==> src/rtl/synth_mix_pkg.sv <==
// Shared types and width helpers for the stereo channel mixer.
package synth_mix_pkg;
  typedef enum logic [1:0] {IDLE, ACCUM, FINISH} state_t;

  function automatic int clog2(input int v);
    int r;
    for (r = 0; (1 << r) < v; r++) ;
    return r;
  endfunction

  function automatic int pan_max(input int pan_w);
    return 1 << pan_w;
  endfunction

  // Headroom: full-scale sample * gain * weight summed over all voices, plus sign and margin.
  function automatic int acc_width(input int sample_w, input int gain_w,
                                   input int pan_w, input int num_ch);
    return sample_w + gain_w + pan_w + clog2(num_ch) + 2;
  endfunction
endpackage

==> src/rtl/mix_sat.sv <==
// Scales an accumulated sum back to sample range, saturates and left-justifies it.
module mix_sat #(
  parameter int ACC_W    = 32,
  parameter int SAMPLE_W = 16,
  parameter int OUT_W    = 24,
  parameter int SHIFT    = 11
) (
  input  logic signed [ACC_W-1:0] sum,
  output logic        [OUT_W-1:0] result,
  output logic                    clip
);
  localparam logic signed [ACC_W-1:0] SMAX = {{(ACC_W-SAMPLE_W+1){1'b0}}, {(SAMPLE_W-1){1'b1}}};
  localparam logic signed [ACC_W-1:0] SMIN = {{(ACC_W-SAMPLE_W+1){1'b1}}, {(SAMPLE_W-1){1'b0}}};

  logic signed [ACC_W-1:0] shifted;
  logic        [SAMPLE_W-1:0] sat;

  assign shifted = sum >>> SHIFT;

  always_comb begin
    clip = 1'b0;
    sat  = shifted[SAMPLE_W-1:0];
    if (shifted > SMAX) begin
      clip = 1'b1;
      sat  = SMAX[SAMPLE_W-1:0];
    end else if (shifted < SMIN) begin
      clip = 1'b1;
      sat  = SMIN[SAMPLE_W-1:0];
    end
  end

  assign result = OUT_W'(sat) << (OUT_W - SAMPLE_W);
endmodule

==> src/rtl/stereo_channel_mixer.sv <==
// N-voice stereo mixer: snapshot a frame, accumulate one voice per clock, saturate L/R.
module stereo_channel_mixer
  import synth_mix_pkg::*;
#(
  parameter int NUM_CH   = 4,
  parameter int SAMPLE_W = 16,
  parameter int GAIN_W   = 8,
  parameter int PAN_W    = 4,
  parameter int OUT_W    = 24
) (
  input  logic                       clk,
  input  logic                       reset,
  input  logic [NUM_CH*SAMPLE_W-1:0] samples_in,
  input  logic                       in_ready,
  input  logic [NUM_CH*GAIN_W-1:0]   gain,
  input  logic [NUM_CH*PAN_W-1:0]    pan,
  input  logic [NUM_CH-1:0]          mute,
  input  logic                       mono,
  input  logic                       clear_flags,
  output logic [OUT_W-1:0]           out_l,
  output logic [OUT_W-1:0]           out_r,
  output logic                       out_ready,
  output logic                       busy,
  output logic                       clip_l,
  output logic                       clip_r,
  output logic                       dropped
);
  localparam int ACC_W   = acc_width(SAMPLE_W, GAIN_W, PAN_W, NUM_CH);
  localparam int IDX_W   = (NUM_CH > 1) ? clog2(NUM_CH) : 1;
  localparam int WW      = PAN_W + 1;
  localparam int PAN_MAX = pan_max(PAN_W);
  localparam int SHIFT   = GAIN_W - 1 + PAN_W;

  state_t                             state;
  logic [IDX_W-1:0]                   idx;
  logic [NUM_CH-1:0][SAMPLE_W-1:0]    s_q;
  logic [NUM_CH-1:0][GAIN_W-1:0]      g_q;
  logic [NUM_CH-1:0][PAN_W-1:0]       p_q;
  logic [NUM_CH-1:0]                  mute_q;
  logic                               mono_q;
  logic signed [ACC_W-1:0]            acc_l, acc_r;

  logic [WW-1:0]                      w_l, w_r;
  logic signed [ACC_W-1:0]            c_l, c_r, sg;
  logic [OUT_W-1:0]                   res_l, res_r;
  logic                               sat_l, sat_r;

  // Contribution of the voice currently selected by idx.
  always_comb begin
    w_l = WW'(PAN_MAX) - {1'b0, p_q[idx]};
    w_r = {1'b0, p_q[idx]};
    if (mono_q) begin
      w_l = WW'(PAN_MAX / 2);
      w_r = WW'(PAN_MAX / 2);
    end
    sg  = ACC_W'($signed(s_q[idx])) * $signed(ACC_W'(g_q[idx]));
    c_l = sg * $signed(ACC_W'(w_l));
    c_r = sg * $signed(ACC_W'(w_r));
    if (mute_q[idx]) begin
      c_l = '0;
      c_r = '0;
    end
  end

  mix_sat #(.ACC_W(ACC_W), .SAMPLE_W(SAMPLE_W), .OUT_W(OUT_W), .SHIFT(SHIFT)) u_sat_l (
    .sum(acc_l), .result(res_l), .clip(sat_l));
  mix_sat #(.ACC_W(ACC_W), .SAMPLE_W(SAMPLE_W), .OUT_W(OUT_W), .SHIFT(SHIFT)) u_sat_r (
    .sum(acc_r), .result(res_r), .clip(sat_r));

  assign busy = (state != IDLE);

  always_ff @(posedge clk or posedge reset) begin
    if (reset) begin
      state     <= IDLE;
      idx       <= '0;
      s_q       <= '0;
      g_q       <= '0;
      p_q       <= '0;
      mute_q    <= '0;
      mono_q    <= 1'b0;
      acc_l     <= '0;
      acc_r     <= '0;
      out_l     <= '0;
      out_r     <= '0;
      out_ready <= 1'b0;
      clip_l    <= 1'b0;
      clip_r    <= 1'b0;
      dropped   <= 1'b0;
    end else begin
      out_ready <= 1'b0;
      // Sticky flags: a set on the same edge as clear_flags wins.
      if (clear_flags) begin
        clip_l  <= 1'b0;
        clip_r  <= 1'b0;
        dropped <= 1'b0;
      end
      if (in_ready && state != IDLE) dropped <= 1'b1;
      case (state)
        IDLE: if (in_ready) begin
          s_q    <= samples_in;
          g_q    <= gain;
          p_q    <= pan;
          mute_q <= mute;
          mono_q <= mono;
          acc_l  <= '0;
          acc_r  <= '0;
          idx    <= '0;
          state  <= ACCUM;
        end
        ACCUM: begin
          acc_l <= acc_l + c_l;
          acc_r <= acc_r + c_r;
          if (idx == IDX_W'(NUM_CH - 1)) state <= FINISH;
          else                           idx   <= idx + 1'b1;
        end
        FINISH: begin
          out_l     <= res_l;
          out_r     <= res_r;
          out_ready <= 1'b1;
          if (sat_l) clip_l <= 1'b1;
          if (sat_r) clip_r <= 1'b1;
          state     <= IDLE;
        end
        default: state <= IDLE;
      endcase
    end
  end
endmodule

==> config.mk <==
export PLATFORM = sky130hd
export DESIGN_NAME = stereo_channel_mixer
export DESIGN_NICKNAME = d
export VERILOG_FILES = /design/src/rtl/synth_mix_pkg.sv /design/src/rtl/mix_sat.sv /design/src/rtl/stereo_channel_mixer.sv
export SDC_FILE = /design/constraint.sdc
export NUM_CORES = 1
export LEC_CHECK = 0
export CAP_MARGIN = 40
export CORE_ASPECT_RATIO = 1.1
export CORE_MARGIN = 5
export CORE_UTILIZATION = 30
export CTS_CLUSTER_DIAMETER = 120
export CTS_CLUSTER_SIZE = 40
export DETAILED_ROUTE_END_ITERATION = 12
export GPL_ROUTABILITY_DRIVEN = 0
export GPL_TIMING_DRIVEN = 0
export PLACE_DENSITY_LB_ADDON = 0.12
export SYNTH_ARGS = -nofsm -noshare
export SYNTH_HDL_FRONTEND = slang
export SYNTH_HIERARCHICAL = 1
export SYNTH_SLANG_ARGS = --single-unit
export TNS_END_PERCENT = 5
==> constraint.sdc <==
create_clock -name clk -period 17.13 [get_ports clk]
set_input_delay 3.426 -clock clk [delete_from_list [all_inputs] [get_ports clk]]
set_output_delay 3.426 -clock clk [all_outputs]
set_load 0.01 [all_outputs]
==> results of run 1 <==
cell families (layout without fill, tap and decap cells):
| kind of cell | after synthesis | in the layout |
|---|---|---|
| XOR/XNOR | 123 | 123 |
| AO/OA/AOI/OAI | 459 | 459 |
| buffers and inverters | 529 | 747 |
| flip-flops | 237 | 237 |
| adder cells (fa/ha/maj) | 462 | 462 |
| multiplexers | 201 | 201 |
| other | 2 | 19 |
| AND/OR/NAND/NOR | 691 | 691 |
through the flow:
step	cells	cell area (sq um)	utilization [%]	worst slack [ns]	hold slack [ns]
after floorplan	2718	25500	-	4.82	0.455
final	4079	29400	34.7	2.91	0.499
after global routing	4076	29300	34.7	1.92	0.531
after detailed placement	4053	28900	34.2	2.81	0.478
after global placement	4031	28600	33.9	1.99	0.474
after CTS	4075	29300	34.7	2.71	0.505
sequential cells by signal, indices dropped and copies added, names as in the netlist, 2 cells and up:
name,flops
mute_q,4
acc_l,32
state,2
p_q,16
idx,2
acc_r,32
s_q,64
out_r,24
out_l,24
g_q,32
worst max-delay path: cells and delay by family, from the launching register on:
family,cells,cell delay [ns]
and+or+nand+nor,10,1.94
buffers and inverters,9,1.99
adders and majority gates,10,4.34
AOI/OAI and AO/OA,19,4.05
muxes,1,0.50
DFF,1,0.49
xor gates and xnor gates,2,0.80
area by class of cell:
class / count / share of cell area [%]
flip-flops and latches: 237 / 20.2
inverters: 426 / 5.47
plain buffers: 103 / 1.63
clock inverters: 9 / 0.494
multi-input cells: 1952 / 59.5
diodes: 3 / 0.0256
repair buffers: 196 / 6.76
clock buffers: 13 / 1.11
well taps: 1140 / 4.86
cells in the final DEF, fill, tap and decap left out, types with 59 or more instances in the layout:
cell type and instances:
clkbuf_1 72, mux2_2 169, and2_1 71, dfrtp_1 237, nand2_1 169, clkdlybuf4s50_1 173
xor2_1 59, fa_1 227, a21o_1 68, ha_1 235, xnor2_1 64, a21oi_1 108
nor2_1 268, o21ai_0 119, inv_1 425
path summary, 6_finish.rpt:
path	slack [ns]	depth (start not counted)	to	startpoint
min reg2reg	0.50	2	acc_l[3]$_DFFE_PP0P_	acc_l[3]$_DFFE_PP0P_
min in group asynchronous	3.21	2	out_r[2]$_DFFE_PP0P_	reset
max in group asynchronous	12.95	3	s_q[11]$_DFFE_PP0P_	reset
max reg2reg	2.91	51	acc_l[31]$_DFFE_PP0P_	idx[1]$_DFFE_PP0P_
max	2.91	51	acc_l[31]$_DFFE_PP0P_	idx[1]$_DFFE_PP0P_
min	0.50	2	acc_l[3]$_DFFE_PP0P_	acc_l[3]$_DFFE_PP0P_
metal layers:
layer / vias to the layer above / track usage [%]
met5: - / 0
met4: 2 / 2.26
met3: 52 / 2.24
met2: 298 / 28.8
met1: 9661 / 21.7
li1: 9304 / -
==> flow_summary_export.csv, run 1 <==
group,metric,value,unit
outcome,status,"finished, final reports clean",
clocking,cts_setup_buffers,0,
synth,synth_area,25400,sq um
route,wl_met1,33800,um
synth,synth_edf_count,0,
place,io_buffers,173,
synth,ys_async_sr_fraction,100,%
clocking,path_clk_slew,0.12,ns
clocking,cts-root-buf,"clkbuf_16",
global_routing,grt_start_max_net_pins,122,
route,highest_layer,"met5",
route,detail_route.first_pass.iterations,5,
clocking,cts_sinks,237,
die,coreArea,84500,sq um
sta,rsz0062_at_grt,"false",
sta,setup_violations,0,
global_routing,grt_pass1_wl,119000,um
global_routing,antenna_found_initial,4,
cells_and_area,final_layout_size_suffix_gt1_share,10.6,%
route,post_drt_wl_per_cell,17.9,um
synth,synthDominantCellAreaShare,23.3,%
sta,fin_worst_skew,0.0335,ns
clocking,cts_buffers,13,
synth,synth_area_leader_cell,"dfrtp_1",
global_routing,grt_overflow,0,
route,ant_nets,0,
clocking,cts_max_path_buffers,3,
sta,final_max_slew_viol_count,0,
clocking,cts_resized,0,
clocking,cts_max_level,1,
sta,worst_slew_pin_slew,0.886,ns
critical_path,cpMaxStageDelayCell,"clkbuf_1",
place,hpwl,60500,um
die,die-area,90600,sq um
synth,syn-mean-instance-area,9.40,sq um
critical_path,max_stage_delay,0.65,ns
cells_and_area,seqCellArea,5930,sq um
global_routing,first_global_vias,21000,
die,die_w,287,um
die,start_util,30.1,%
sta,fin_tns_setup,0,ns
route,met2_length,35600,um
global_routing,grt_util_all_layers,16.3,%
synth,synth.area.top_cells,"dfrtp_1, fa_1, ha_1",
hold_path,hold_class,"reg2reg",
sta,relSlewSlack,40.7,%
synth,netlist_top_cells_count,"inv_1, nor2_1, dfrtp_1",
clocking,cts_hold_buffers,0,
cells_and_area,nFillCells,8698,
route,drc,0,
critical_path,crit_type,"reg2reg",
sta,fin_crit_sh,83.0,%
critical_path,worstSetupStartpointType,"flip-flop",
synth,synth.most_common_cell,"inv_1",
critical_path,critical_path_arrival,14.68,ns
synth,synth-simple-area-share,12.7,%
synth,yosys_warnings,6,
synth,ys_types,79,
critical_path,cp_max_fo,10,
synth,synth_compound_area_share,11.9,%
route,wirelength,72900,um
die,rows,112,
synth,synth_fa_ha_area_share,29.5,%
die,die_y,315,um
cells_and_area,multiInputGateArea,17500,sq um
clocking,clk_latency,0.56,ns
sta,period_minus_slack,14.22,ns
sta,hold_violations,0,
cells_and_area,nNetsFinal,3512,
synth,synthFlopType,"dfrtp_1",
synth,synth_top_family_by_area,"adder cells",
job,maxCapViolations,0,
synth,synth_xor_xnor_area_share,4.24,%
sta,fmax,70.3,MHz
cells_and_area,synthToLayoutAreaGrowth,15.5,%
route,drt_iter0_markers,712,
route,wl_met3,2660,um
die,io_pins,174,
synth,ys_seq_area_share,23.3,%
synth,ys_seq_elements,237,
synth,syn_inst,2704,
route,via_count,19300,
critical_path,end_kind,"flip-flop",
synth,synthMuxAreaShare,10.2,%
clocking,cts_tree,"done",
route,viasPerCell,4.74,
critical_path,crit_required,17.59,ns
Power of run 1 is left out: the tool's default activity adds up to more than one toggle a clock period on the data nets, which glitch-free logic cannot reach.
==> run 2, diff against run 1 <==
==> constraint.sdc (replaced) <==
create_clock -name clk -period 14 [get_ports clk]
set_input_delay 2.8 -clock clk [delete_from_list [all_inputs] [get_ports clk]]
set_output_delay 2.8 -clock clk [all_outputs]
set_load 0.01 [all_outputs]
==> flow_summary_export.csv, run 2 (synthesis gave the netlist of run 1 again) <==
group,metric,value,unit
sta,fmax,76.5,MHz
route,viasPerCell,4.73,
die,rows,112,
critical_path,cpMaxStageDelayCell,"mux4_2",
hold_path,hold_start,"acc_l[3]$_DFFE_PP0P_",
outcome,status,"finished, final reports clean",
global_routing,first_global_vias,21000,
die,die_y,315,um
die,die_w,287,um
clocking,cts_max_path_buffers,3,
sta,hold_violations,0,
route,post_drt_wl_per_cell,17.8,um
route,detail_route.first_pass.iterations,5,
global_routing,grt_util_all_layers,16.3,%
route,via_count,19300,
sta,period_minus_slack,13.07,ns
critical_path,reg2reg_slack,0.93,ns
job,maxCapViolations,0,
cells_and_area,largest_reg_flops,64,
die,coreArea,84500,sq um
sta,relSlewSlack,41.6,%
cells_and_area,synthToLayoutAreaGrowth,15.6,%
place,hpwl,60500,um
critical_path,crit_type,"reg2reg",
critical_path,cp_max_fo,8,
sta,fin_worst_skew,0.0353,ns
die,start_util,30.1,%
clocking,path_clk_slew,0.12,ns
cells_and_area,final_layout_size_suffix_gt1_share,10.9,%
cells_and_area,fin_util,34.8,%
route,drc,0,
hold_path,hold_class,"reg2reg",
critical_path,worstSetupStartpointType,"flip-flop",
clocking,cts-root-buf,"clkbuf_16",
clocking,cts_hold_buffers,0,
global_routing,grt_overflow,0,
sta,final_max_slew_viol_count,0,
sta,worst_slew_pin_slew,0.873,ns
critical_path,max_stage_delay,0.65,ns
cells_and_area,mostFrequentLayoutCell,"inv_1",
die,io_pins,174,
clocking,cts_max_level,1,
route,ant_nets,0,
place,io_buffers,173,
cells_and_area,regMostFlops,"s_q",
hold_path,holdPathEnd,"acc_l[3]$_DFFE_PP0P_",
die,die-area,90600,sq um
hold_path,hold_path_depth,2,
global_routing,grt_pass1_wl,119000,um
critical_path,critical_path_arrival,13.54,ns
sta,setup_violations,0,
clocking,cts_tree,"done",
sta,fin_crit_sh,93.4,%
sta,rsz0062_at_grt,"false",
critical_path,end_kind,"flip-flop",
critical_path,reg2reg_from,"idx[0]$_DFFE_PP0P_",
critical_path,crit_required,14.47,ns
route,wirelength,72700,um
cells_and_area,layout_common_cells,"inv_1, nor2_1, dfrtp_1",
cells_and_area,nNetsFinal,3511,
global_routing,grt_start_max_net_pins,122,
clocking,cts_sinks,237,
global_routing,antenna_found_initial,4,
cells_and_area,nFillCells,8704,
clocking,cts_buffers,13,
critical_path,r2r-end,"acc_l[31]$_DFFE_PP0P_",
clocking,clk_latency,0.57,ns
critical_path,r2r_cells,53,
route,drt_iter0_markers,812,
[run 2: per-stage QoR]
stage | setup TNS [ns] | std cells | setup WS [ns] | instance area, sq um | hold WS [ns]
floorplan | 0 | 2718 | 1.69 | 25500 | 0.455
global placement | -7.07 | 4031 | -1.14 | 28600 | 0.474
detailed placement | -0.317 | 4053 | -0.317 | 28900 | 0.478
CTS | 0 | 4075 | 0.0926 | 29300 | 0.505
global route | 0 | 4075 | 0.0811 | 29400 | 0.531
finish | 0 | 4078 | 0.927 | 29400 | 0.499
[run 2: final cells by class]
type	count	area, sq um	area share, %
multi-input cells	1952	17500	59.5
clock inverters	9	145	0.494
diodes	3	7.51	0.0256
clock buffers	13	325	1.11
inverters	426	1610	5.47
plain buffers	100	469	1.60
repair buffers	198	2000	6.80
flip-flops and latches	237	5930	20.2
well taps	1140	1430	4.86
[run 2: how the worst max path moves through the flow]
| stage | slack (ns) | end | cells past startpoint | from |
|---|---|---|---|---|
| finish | 0.93 | acc_l[31]$_DFFE_PP0P_ | 53 | idx[0]$_DFFE_PP0P_ |
| CTS | 0.09 | acc_l[31]$_DFFE_PP0P_ | 51 | idx[1]$_DFFE_PP0P_ |
| floorplan | 1.69 | acc_l[31]$_DFFE_PP0P_ | 52 | idx[0]$_DFFE_PP0P_ |
| detailed placement | -0.32 | acc_l[31]$_DFFE_PP0P_ | 51 | idx[1]$_DFFE_PP0P_ |
| global route | 0.08 | acc_l[31]$_DFFE_PP0P_ | 53 | idx[0]$_DFFE_PP0P_ |
| global placement | -1.14 | acc_l[31]$_DFFE_PP0P_ | 49 | idx[0]$_DFFE_PP0P_ |
[run 2: worst max-delay path, delay by kind of cell (launching register included)]
kind | cells | cell delay, ns
flops | 1 | 0.47
compound gates | 19 | 3.98
simple gates | 10 | 1.98
xor+xnor | 2 | 0.25
buf+inv | 11 | 1.45
fa+ha+maj | 10 | 4.17
mux | 1 | 0.65
[run 2: routing by layer]
| metal | routed length [um] | vias up | global-route usage [%] | share of wire (%) |
|---|---|---|---|---|
| li1 | - | 9293 | - | - |
| met3 | 2970 | 51 | 2.24 | 4.1 |
| met5 | 13 | - | 0 | 0.018 |
| met1 | 33400 | 9628 | 21.7 | 46 |
| met4 | 829 | 2 | 2.26 | 1.1 |
| met2 | 35500 | 318 | 28.8 | 49 |
[run 2: repair_timing]
action / 4_1_cts / 5_1_grt
resized for setup: 2 / 4
endpoints found under the setup margin: 3 / 5
pin swaps: 0 / 1
hold endpoints to repair: 0 / 0
buffers inserted: 0 / 2
Power of run 2 is left out for the same reason.
